`src/rtl/booth_mult_n.sv`:
```
// booth_mult_n: sequential radix-2 Booth multiplier with a shared operand bus
// and a two-beat product output (high half first, then low half).
//
// Operands are held internally as WIDTH+1 bits. Signed operands are
// sign-extended and unsigned operands are zero-extended. This lets one Booth
// datapath handle both modes, and keeps M away from the most-negative
// WIDTH+1-bit value that would break the subtract step.
//
// Ports:
//   clk        single clock, rising edge
//   rst_n      asynchronous active-low reset
//   enable     start request, sampled only in IDLE
//   is_signed  operand mode, sampled with enable
//   inbus      multiplicand M (IDLE cycle), then multiplier Q (LOAD_Q cycle)
//   ready      high only in IDLE
//   out_valid  a product beat is on outbus
//   out_ready  consumer accepts the current beat
//   out_hi     1 = high half of the product, 0 = low half
//   outbus     product beat, zero when out_valid is low
//   done       one-cycle pulse after the low beat is accepted
module booth_mult_n #(
    parameter int WIDTH = 8
) (
    input  logic             clk,
    input  logic             rst_n,
    input  logic             enable,
    input  logic             is_signed,
    input  logic [WIDTH-1:0] inbus,
    output logic             ready,
    output logic             out_valid,
    input  logic             out_ready,
    output logic             out_hi,
    output logic [WIDTH-1:0] outbus,
    output logic             done
);

    localparam int CW = $clog2(WIDTH + 2);

    localparam logic [2:0] S_IDLE   = 3'd0;
    localparam logic [2:0] S_LOAD_Q = 3'd1;
    localparam logic [2:0] S_RUN    = 3'd2;
    localparam logic [2:0] S_OUT_HI = 3'd3;
    localparam logic [2:0] S_OUT_LO = 3'd4;

    localparam logic [WIDTH:0] ONE      = {{WIDTH{1'b0}}, 1'b1};
    localparam logic [CW-1:0]  CNT_ONE  = {{(CW-1){1'b0}}, 1'b1};
    localparam logic [CW-1:0]  CNT_LAST = CW'(WIDTH);

    logic [2:0]     state_reg;
    logic [WIDTH:0] m_reg;
    logic [WIDTH:0] a_reg;
    logic [WIDTH:0] q_reg;
    logic           qm_reg;
    logic [CW-1:0]  cnt_reg;
    logic           sgn_reg;
    logic           done_reg;

    logic [WIDTH:0] m_ext;
    logic [WIDTH:0] q_ext;
    logic [WIDTH:0] sum;
    logic [WIDTH-1:0] p_hi;
    logic [WIDTH-1:0] p_lo;

    // M uses the live mode bit because it is captured in the same cycle as
    // is_signed; Q uses the latched mode.
    assign m_ext = {is_signed & inbus[WIDTH-1], inbus};
    assign q_ext = {sgn_reg & inbus[WIDTH-1], inbus};

    always_comb begin
        sum = a_reg;
        case ({q_reg[0], qm_reg})
            2'b01:   sum = a_reg + m_reg;
            2'b10:   sum = a_reg + ~m_reg + ONE;
            default: sum = a_reg;
        endcase
    end

    // After WIDTH+1 iterations {a_reg, q_reg} holds the full product. The
    // top two bits are redundant sign/zero bits, so P is bits [2W-1:0].
    assign p_hi = {a_reg[WIDTH-2:0], q_reg[WIDTH]};
    assign p_lo = q_reg[WIDTH-1:0];

    always_ff @(posedge clk or negedge rst_n) begin
        if (!rst_n) begin
            state_reg <= S_IDLE;
            m_reg     <= '0;
            a_reg     <= '0;
            q_reg     <= '0;
            qm_reg    <= 1'b0;
            cnt_reg   <= '0;
            sgn_reg   <= 1'b0;
            done_reg  <= 1'b0;
        end else begin
            done_reg <= 1'b0;
            case (state_reg)
                S_IDLE: begin
                    if (enable) begin
                        m_reg     <= m_ext;
                        sgn_reg   <= is_signed;
                        state_reg <= S_LOAD_Q;
                    end
                end
                S_LOAD_Q: begin
                    q_reg     <= q_ext;
                    a_reg     <= '0;
                    qm_reg    <= 1'b0;
                    cnt_reg   <= '0;
                    state_reg <= S_RUN;
                end
                S_RUN: begin
                    // Arithmetic right shift of {sum, Q, Qm}.
                    a_reg   <= {sum[WIDTH], sum[WIDTH:1]};
                    q_reg   <= {sum[0], q_reg[WIDTH:1]};
                    qm_reg  <= q_reg[0];
                    cnt_reg <= cnt_reg + CNT_ONE;
                    if (cnt_reg == CNT_LAST) begin
                        state_reg <= S_OUT_HI;
                    end
                end
                S_OUT_HI: begin
                    if (out_ready) begin
                        state_reg <= S_OUT_LO;
                    end
                end
                S_OUT_LO: begin
                    if (out_ready) begin
                        state_reg <= S_IDLE;
                        done_reg  <= 1'b1;
                    end
                end
                default: begin
                    state_reg <= S_IDLE;
                end
            endcase
        end
    end

    assign ready     = (state_reg == S_IDLE);
    assign out_valid = (state_reg == S_OUT_HI) || (state_reg == S_OUT_LO);
    assign out_hi    = (state_reg == S_OUT_HI);
    assign done      = done_reg;

    always_comb begin
        outbus = '0;
        if (state_reg == S_OUT_HI) begin
            outbus = p_hi;
        end else if (state_reg == S_OUT_LO) begin
            outbus = p_lo;
        end
    end

endmodule

```
`config.mk`:
```
export PLATFORM = sky130hd
export DESIGN_NAME = booth_mult_n
export DESIGN_NICKNAME = d
export VERILOG_FILES = /design/src/rtl/booth_mult_n.sv
export SDC_FILE = /design/constraint.sdc
export NUM_CORES = 1
export LEC_CHECK = 0
export ABC_AREA = 1
export ABC_CLOCK_PERIOD_IN_PS = 2210
export CORE_MARGIN = 10
export CORE_UTILIZATION = 40
export CTS_BUF_LIST = sky130_fd_sc_hd__clkbuf_2 sky130_fd_sc_hd__clkbuf_4 sky130_fd_sc_hd__clkbuf_8
export DETAILED_ROUTE_END_ITERATION = 10
export HOLD_SLACK_MARGIN = 0.08
export PLACE_DENSITY = 0.63
export SYNTH_ARGS = -nofsm -noshare
export SYNTH_HDL_FRONTEND = slang
export SYNTH_SLANG_ARGS = --single-unit
```
`constraint.sdc`:
```
create_clock -name clk -period 2.21 [get_ports clk]
set_input_delay 0.442 -clock clk [delete_from_list [all_inputs] [get_ports clk]]
set_output_delay 0.442 -clock clk [all_outputs]
set_load 0.03 [all_outputs]
```
; After elaboration in Yosys (flattened, before gate mapping)
; Cells that the tools add are included.
[word_totals]
out_inout_bits = 12
input_bits = 13
ff_bits = 37
elab_cells = 45
[op_classes]
mux = 14
add_sub_neg = 4
reduce_logical = 5
n_eq_ne = 11
bitwise = 3
[op_table]
columns = cell, count
row1 = one-hot mux 9 bit (2 select lines), 3
row2 = adder 9 bit, 2
row3 = 2-to-1 mux 8 bit, 2
row4 = one-hot mux 3 bit (5 select lines), 1
row5 = 2-to-1 mux 3 bit, 4
row6 = "adder 9 x 1 -> 9 bit, second input constant", 1
row7 = NOT 9 bit, 1
row8 = "!= test 2 bit, second input constant", 4
row9 = one-hot mux 4 bit (2 select lines), 1
row10 = "== test 3 x 2 -> 1 bit, second input constant", 2
row11 = "adder 4 x 1 -> 4 bit, second input constant", 1
row12 = "== test 4 bit, second input constant", 1
row13 = AND reduction 4 bit, 1
row14 = "== test 3 x 1 -> 1 bit, second input constant", 1
row15 = "== test 3 bit, second input constant", 1
row16 = logical NOT 3 bit, 1
row17 = bitwise AND 1 bit, 2
row18 = "== test 2 x 1 -> 1 bit, second input constant", 1
row19 = "== test 2 bit, second input constant", 1
row20 = 2-to-1 mux 1 bit, 2
row21 = one-hot mux 1 bit (2 select lines), 1
row22 = AND reduction 2 bit, 1
row23 = nonzero test 2 bit, 1
row24 = logical OR 1 bit, 1

; Depth between registers and ports, before layout
[depth]
ltp_word = 5
ltp_mapped = 13

; Least setup slack after synthesis
; Ideal clock, no wire load.
[synth_path]
kind = reg-to-output
start = register state_reg[1]
end = output outbus[0]
slack_ps = 253
stages_incl_launch_ff = 5
required_ps = 1768
t_arrival_ps = 1515
cell_sequence = dfrtp_1 -> inv_2 -> nor3_4 -> inv_2 -> o22ai_1
[synth_via]
word_cells_on_any_way = 4
cone_classes = eq/ne: 2 / mux: 2
[synth_rtl]
columns = item, line
row1 = start: declaration, 49  ; logic [2:0] state_reg;
row2 = start signal: assignment, 85  ; state_reg <= S_IDLE;
row3 = start signal: assignment, 100  ; state_reg <= S_LOAD_Q;
row4 = start signal: assignment, 108  ; state_reg <= S_RUN;
row5 = == test 3 x 2 -> 1 bit, --
row6 = net out_hi, 32  ; output logic out_hi,
row7 = 2-to-1 mux 8 bit, 145  ; if (state_reg == S_OUT_HI) begin
row8 = end: declaration, 33  ; output logic [WIDTH-1:0] outbus,
; The timed path passes the listed nets, and every way through them passes these cells.

; Final worst setup path
[layout_path]
start = register state_reg[1]
end = output outbus[7]
[layout_via]
elab_chain_cells = 3
word_cells_on_any_way = 4
cone_classes = eq/ne: 2 / mux: 2
[layout_lines]
columns = item, line
row1 = == test 3 bit, 147  ; end else if (state_reg == S_OUT_LO) begin
row2 = 2-to-1 mux 8 bit, 147
row3 = 2-to-1 mux 8 bit (*), 145
; Every way passes the cells marked *; elsewhere a longest branch is shown, timed or not.

==> results by group <==
Critical path
  • Cell chain of the critical path: inv_2, nor3_4, inv_2, buf_4, o22ai_1, buf_4
  • Cell type group with the largest total delay on the critical path: buffers and inverters
  • Slowest library cell on the worst path: sky130_fd_sc_hd__dfrtp_1
  • Maximum fanout along the worst path: 9
  • Kind of critical path: reg -> out
  • CP peak stage delay: approximately 450 ps
  • Buf/Inv on CP: 4
  • Crit path capture type: output pin
  • Required time at the endpoint of the critical path: between 1500 and 2000 ps
  • CP Data Arrival Time: 1610 ps
  • Type of element launching the critical path: flop

Floorplanning
  • Width of the die: about 100 microns
  • Core Area: between 6000 and 7000 sq um
  • Initial Utilization: 0.410
  • Num rows: 29
  • Die Y: 100 microns
  • Die Area: roughly 10000 sq um
  • Count of boundary I/O pins: 25

Final layout
  • Area Growth Syn to Fin: 15.3%
  • Number of filler cells placed in the layout: between 600 and 700
  • Multi-input gate area: about 1400 sq um
  • Sequential cell area: between 900 and 1000 sq um
  • Number of antenna cells inserted: 0
  • Number of nets in the finished design: around 420
  • Fin area: between 2000 and 3000 sq um
  • Share of final-layout standard cells stronger than drive strength 1: 0.0853

Status
  • Status: completed

Routing
  • Number of search-and-repair iterations in the first detailed-routing pass: 4
  • WL final: about 6300 microns
  • Count of routing violations after the opening detailed-route iteration: around 100
  • Vias per cell: around 5
  • Final routed wire length divided by cell count: about 14 microns
  • ANT nets after route: 0
  • Overall via count from detail_route: between 2k and 2.5k
  • Post-route DRC: 0

Clocking
  • CTS tree: done
  • Clock latency of the later-clocked register in the worst-skew pair: 280 ps
  • Largest buffer count on any clock path: 2
  • Count of buffers added by post-CTS timing repair for setup: 0
  • Number of buffers created by CTS: 5
  • Clock transition at the register clock pins on the worst setup and hold paths after CTS: about 70 ps
  • Clock Sink Count: 36
  • Htree depth: 2
  • Root Buffer Master: sky130_fd_sc_hd__clkbuf_8

Global routing
  • First-pass GRT wire length: roughly 11000 microns
  • Number of global-route vias before repair: between 2k and 2.5k
  • Aggregate global routing overflow: 0
  • Antenna violations before repair: 0
  • Maximum number of pins on one net before global-route repair: 37
  • Total track usage: 0.130

Power and ir drop
  • Share of total power consumed by net switching: 0.508
  • Internal cell power: 2170 uW
  • Worst supply voltage drop on vdd: 1.08 mV
  • Combinational Power Share: 0.628
  • Net Switching: ~2200 uW
  • Leakage power total: between 0.0015 and 0.002 uW
  • Portion of total power attributed to the clock network: 0.113
  • Power Dens Cells: around 1500 nW/um^2
  • Register share of total power: 0.258

Run
  • Max capacitance violation total: 0

Placement
  • Routability-driven placement congestion ratio: about 0.86
  • Port Buf Inserts: 24
  • Total half-perimeter wirelength after legalization and detailed placement: around 5000 microns
  • Placed inst area: 2880 sq um

STA
  • Setup repair after global routing missed its margin: no
  • Count of final setup violators: 0
  • Time the worst path needs with I/O delays and setup: between 2000 and 2500 ps
  • Fraction of the cycle the final worst path needs: 0.927
  • Clock Skew: between 4 and 5 ps
  • Pins Over Slew Limit: 0
  • Aggregate negative setup slack: 0 ps
  • Max_slew headroom: 0.458
  • Maximum achievable frequency: just under 0.5 GHz
  • Actual transition at the worst max-transition pin: between 800 and 900 ps
  • Final hold violation count: 0

Synth
  • Library cell with the largest summed area after synthesis: sky130_fd_sc_hd__dfrtp_1
  • Async set or reset register ratio after synthesis: 1.00
  • Most instantiated flip-flop cell in the synthesis netlist: sky130_fd_sc_hd__dfrtp_1
  • Post-synth EDFFs: 0
  • Synthesized flop and latch total: 36
  • Post-synth design cell area: 2590 sq um
  • Leading cell types by count after synthesis: sky130_fd_sc_hd__nand2_1, sky130_fd_sc_hd__inv_1, sky130_fd_sc_hd__dfrtp_1, sky130_fd_sc_hd__nand3_1, sky130_fd_sc_hd__nor2_1
  • Ranking of synthesized cells by area: sky130_fd_sc_hd__dfrtp_1, sky130_fd_sc_hd__nand2_1, sky130_fd_sc_hd__ha_1
  • Number of warnings reported in the yosys synthesis log: 0
  • Mapped Cells: roughly 360
  • Mean Syn Cell Area: 7.14 sq um
  • Yosys top cell area share: 0.348
  • Most frequent cell after synthesis: sky130_fd_sc_hd__nand2_1
  • Net count after synthesis: approximately 400
  • Part of the Yosys area used for sequential elements: 0.348
  • Number of library cell types mapped by synthesis: 28

Min path
  • Hold/Removal Path Class: in -> async
## cells in the final DEF, fill, tap and decap left out
cell type and instances:
sky130_fd_sc_hd__nand2_1 95, sky130_fd_sc_hd__inv_1 65, sky130_fd_sc_hd__dfrtp_1 36, sky130_fd_sc_hd__nand3_1 30, sky130_fd_sc_hd__nor2_1 21, sky130_fd_sc_hd__ha_1 20
sky130_fd_sc_hd__o22ai_1 17, sky130_fd_sc_hd__a21oi_1 16, sky130_fd_sc_hd__buf_4 13, sky130_fd_sc_hd__clkdlybuf4s50_1 12, sky130_fd_sc_hd__o21ai_0 11, sky130_fd_sc_hd__o21ai_1 7
sky130_fd_sc_hd__o221ai_1 7, sky130_fd_sc_hd__clkbuf_8 6, sky130_fd_sc_hd__inv_2 4, sky130_fd_sc_hd__nand3b_1 4, sky130_fd_sc_hd__nand2_2 2, sky130_fd_sc_hd__xnor2_1 2
sky130_fd_sc_hd__o21bai_1 2, sky130_fd_sc_hd__fa_1 2, sky130_fd_sc_hd__clkbuf_4 2, sky130_fd_sc_hd__dlymetal6s2s_1 2, sky130_fd_sc_hd__nor3_4 1, sky130_fd_sc_hd__nor2_2 1
sky130_fd_sc_hd__o211ai_2 1, sky130_fd_sc_hd__nor3_2 1, sky130_fd_sc_hd__nor3_1 1, sky130_fd_sc_hd__nor4_2 1, sky130_fd_sc_hd__and2_1 1, sky130_fd_sc_hd__o211ai_1 1
sky130_fd_sc_hd__a21boi_0 1, sky130_fd_sc_hd__buf_2 1, sky130_fd_sc_hd__dlygate4sd2_1 1
## area by class of cell
cell class	count	share of cell area
Multi-Input combinational cell	245	0.460
Sequential cell	36	0.302
Inverter	69	0.0868
Timing Repair Buffer	29	0.0860
Clock buffer	8	0.0327
Tap cell	77	0.0323
## kinds of logic (layout without fill, tap and decap cells)
group                    after synthesis  count (layout)  synth area share
adder cells (fa/ha/maj)               22              22             0.112
AND/OR/NAND/NOR                      158             158             0.265
flip-flops                            36              36             0.348
XOR/XNOR                               2               2           0.00677
buffers and inverters                 81             106             0.121
AO/OA/AOI/OAI                         63              63             0.147
## worst paths after layout
| kind | from | end | slack (ps) | cells past startpoint |
|---|---|---|---|---|
| worst min register to register | cnt_reg[3]$_DFFE_PN0P_ | cnt_reg[3]$_DFFE_PN0P_ | 480 | 1 |
| max in group asynchronous | rst_n | a_reg[6]$_DFFE_PN0P_ | 1450 | 1 |
| worst min-delay path | rst_n | cnt_reg[1]$_DFFE_PN0P_ | 250 | 1 |
| min in group clk | cnt_reg[3]$_DFFE_PN0P_ | cnt_reg[3]$_DFFE_PN0P_ | 480 | 1 |
| worst max register to register | a_reg[0]$_DFFE_PN0P_ | a_reg[3]$_DFFE_PN0P_ | 310 | 12 |
| worst max-delay path | state_reg[1]$_DFFE_PN0P_ | outbus[7] | 160 | 6 |
## per-stage QoR
stage          cells  total power (uW)  utilization  worst slack [ps]  hold slack [ps]
2_1_floorplan    362              3200            -               253              146
3_3_place_gp     456              3890        0.456               286              457
3_5_place_dp     456              3930        0.456               276              470
4_1_cts          464              4440        0.472              7.83              281
5_1_grt          464              4900        0.472              43.5              299
6_report         464              4410        0.472               161              253
## routing by layer
metal / global-route usage / up-vias / routed length [microns]
met5: 0 / - / 0
met3: 0.0268 / 2 / 231
met1: 0.168 / 1056 / 3010
li1: - / 1213 / -
met4: 0.0261 / 0 / 17
met2: 0.219 / 40 / 3050
## worst reg2reg max path, cell delays in order, from the launching register on
cell and delay [ps]:
sky130_fd_sc_hd__dfrtp_1 400, sky130_fd_sc_hd__inv_1 110, sky130_fd_sc_hd__ha_1 150, sky130_fd_sc_hd__inv_1 60
sky130_fd_sc_hd__fa_1 380, sky130_fd_sc_hd__nand2_1 90, sky130_fd_sc_hd__nand2_1 90, sky130_fd_sc_hd__and2_1 170
sky130_fd_sc_hd__nand2_1 60, sky130_fd_sc_hd__nand2_1 50, sky130_fd_sc_hd__o211ai_1 170, sky130_fd_sc_hd__nand2_1 70
sky130_fd_sc_hd__nand2_1 50
## power by group through the flow
stage	combinational [uW]	clock, uW	sequential [uW]
floorplan	2100	0	1100
global placement	2750	0	1140
detailed placement	2780	0	1150
CTS	2790	513	1140
global route	3190	536	1180
finish	2770	499	1140
## repair_timing
item | in CTS | in global routing
resized for setup | 1 | 2
hold buffers | 0 | 0
setup endpoints to repair | 1 | 2
No activity file was read; power rests on OpenSTA's default activity.
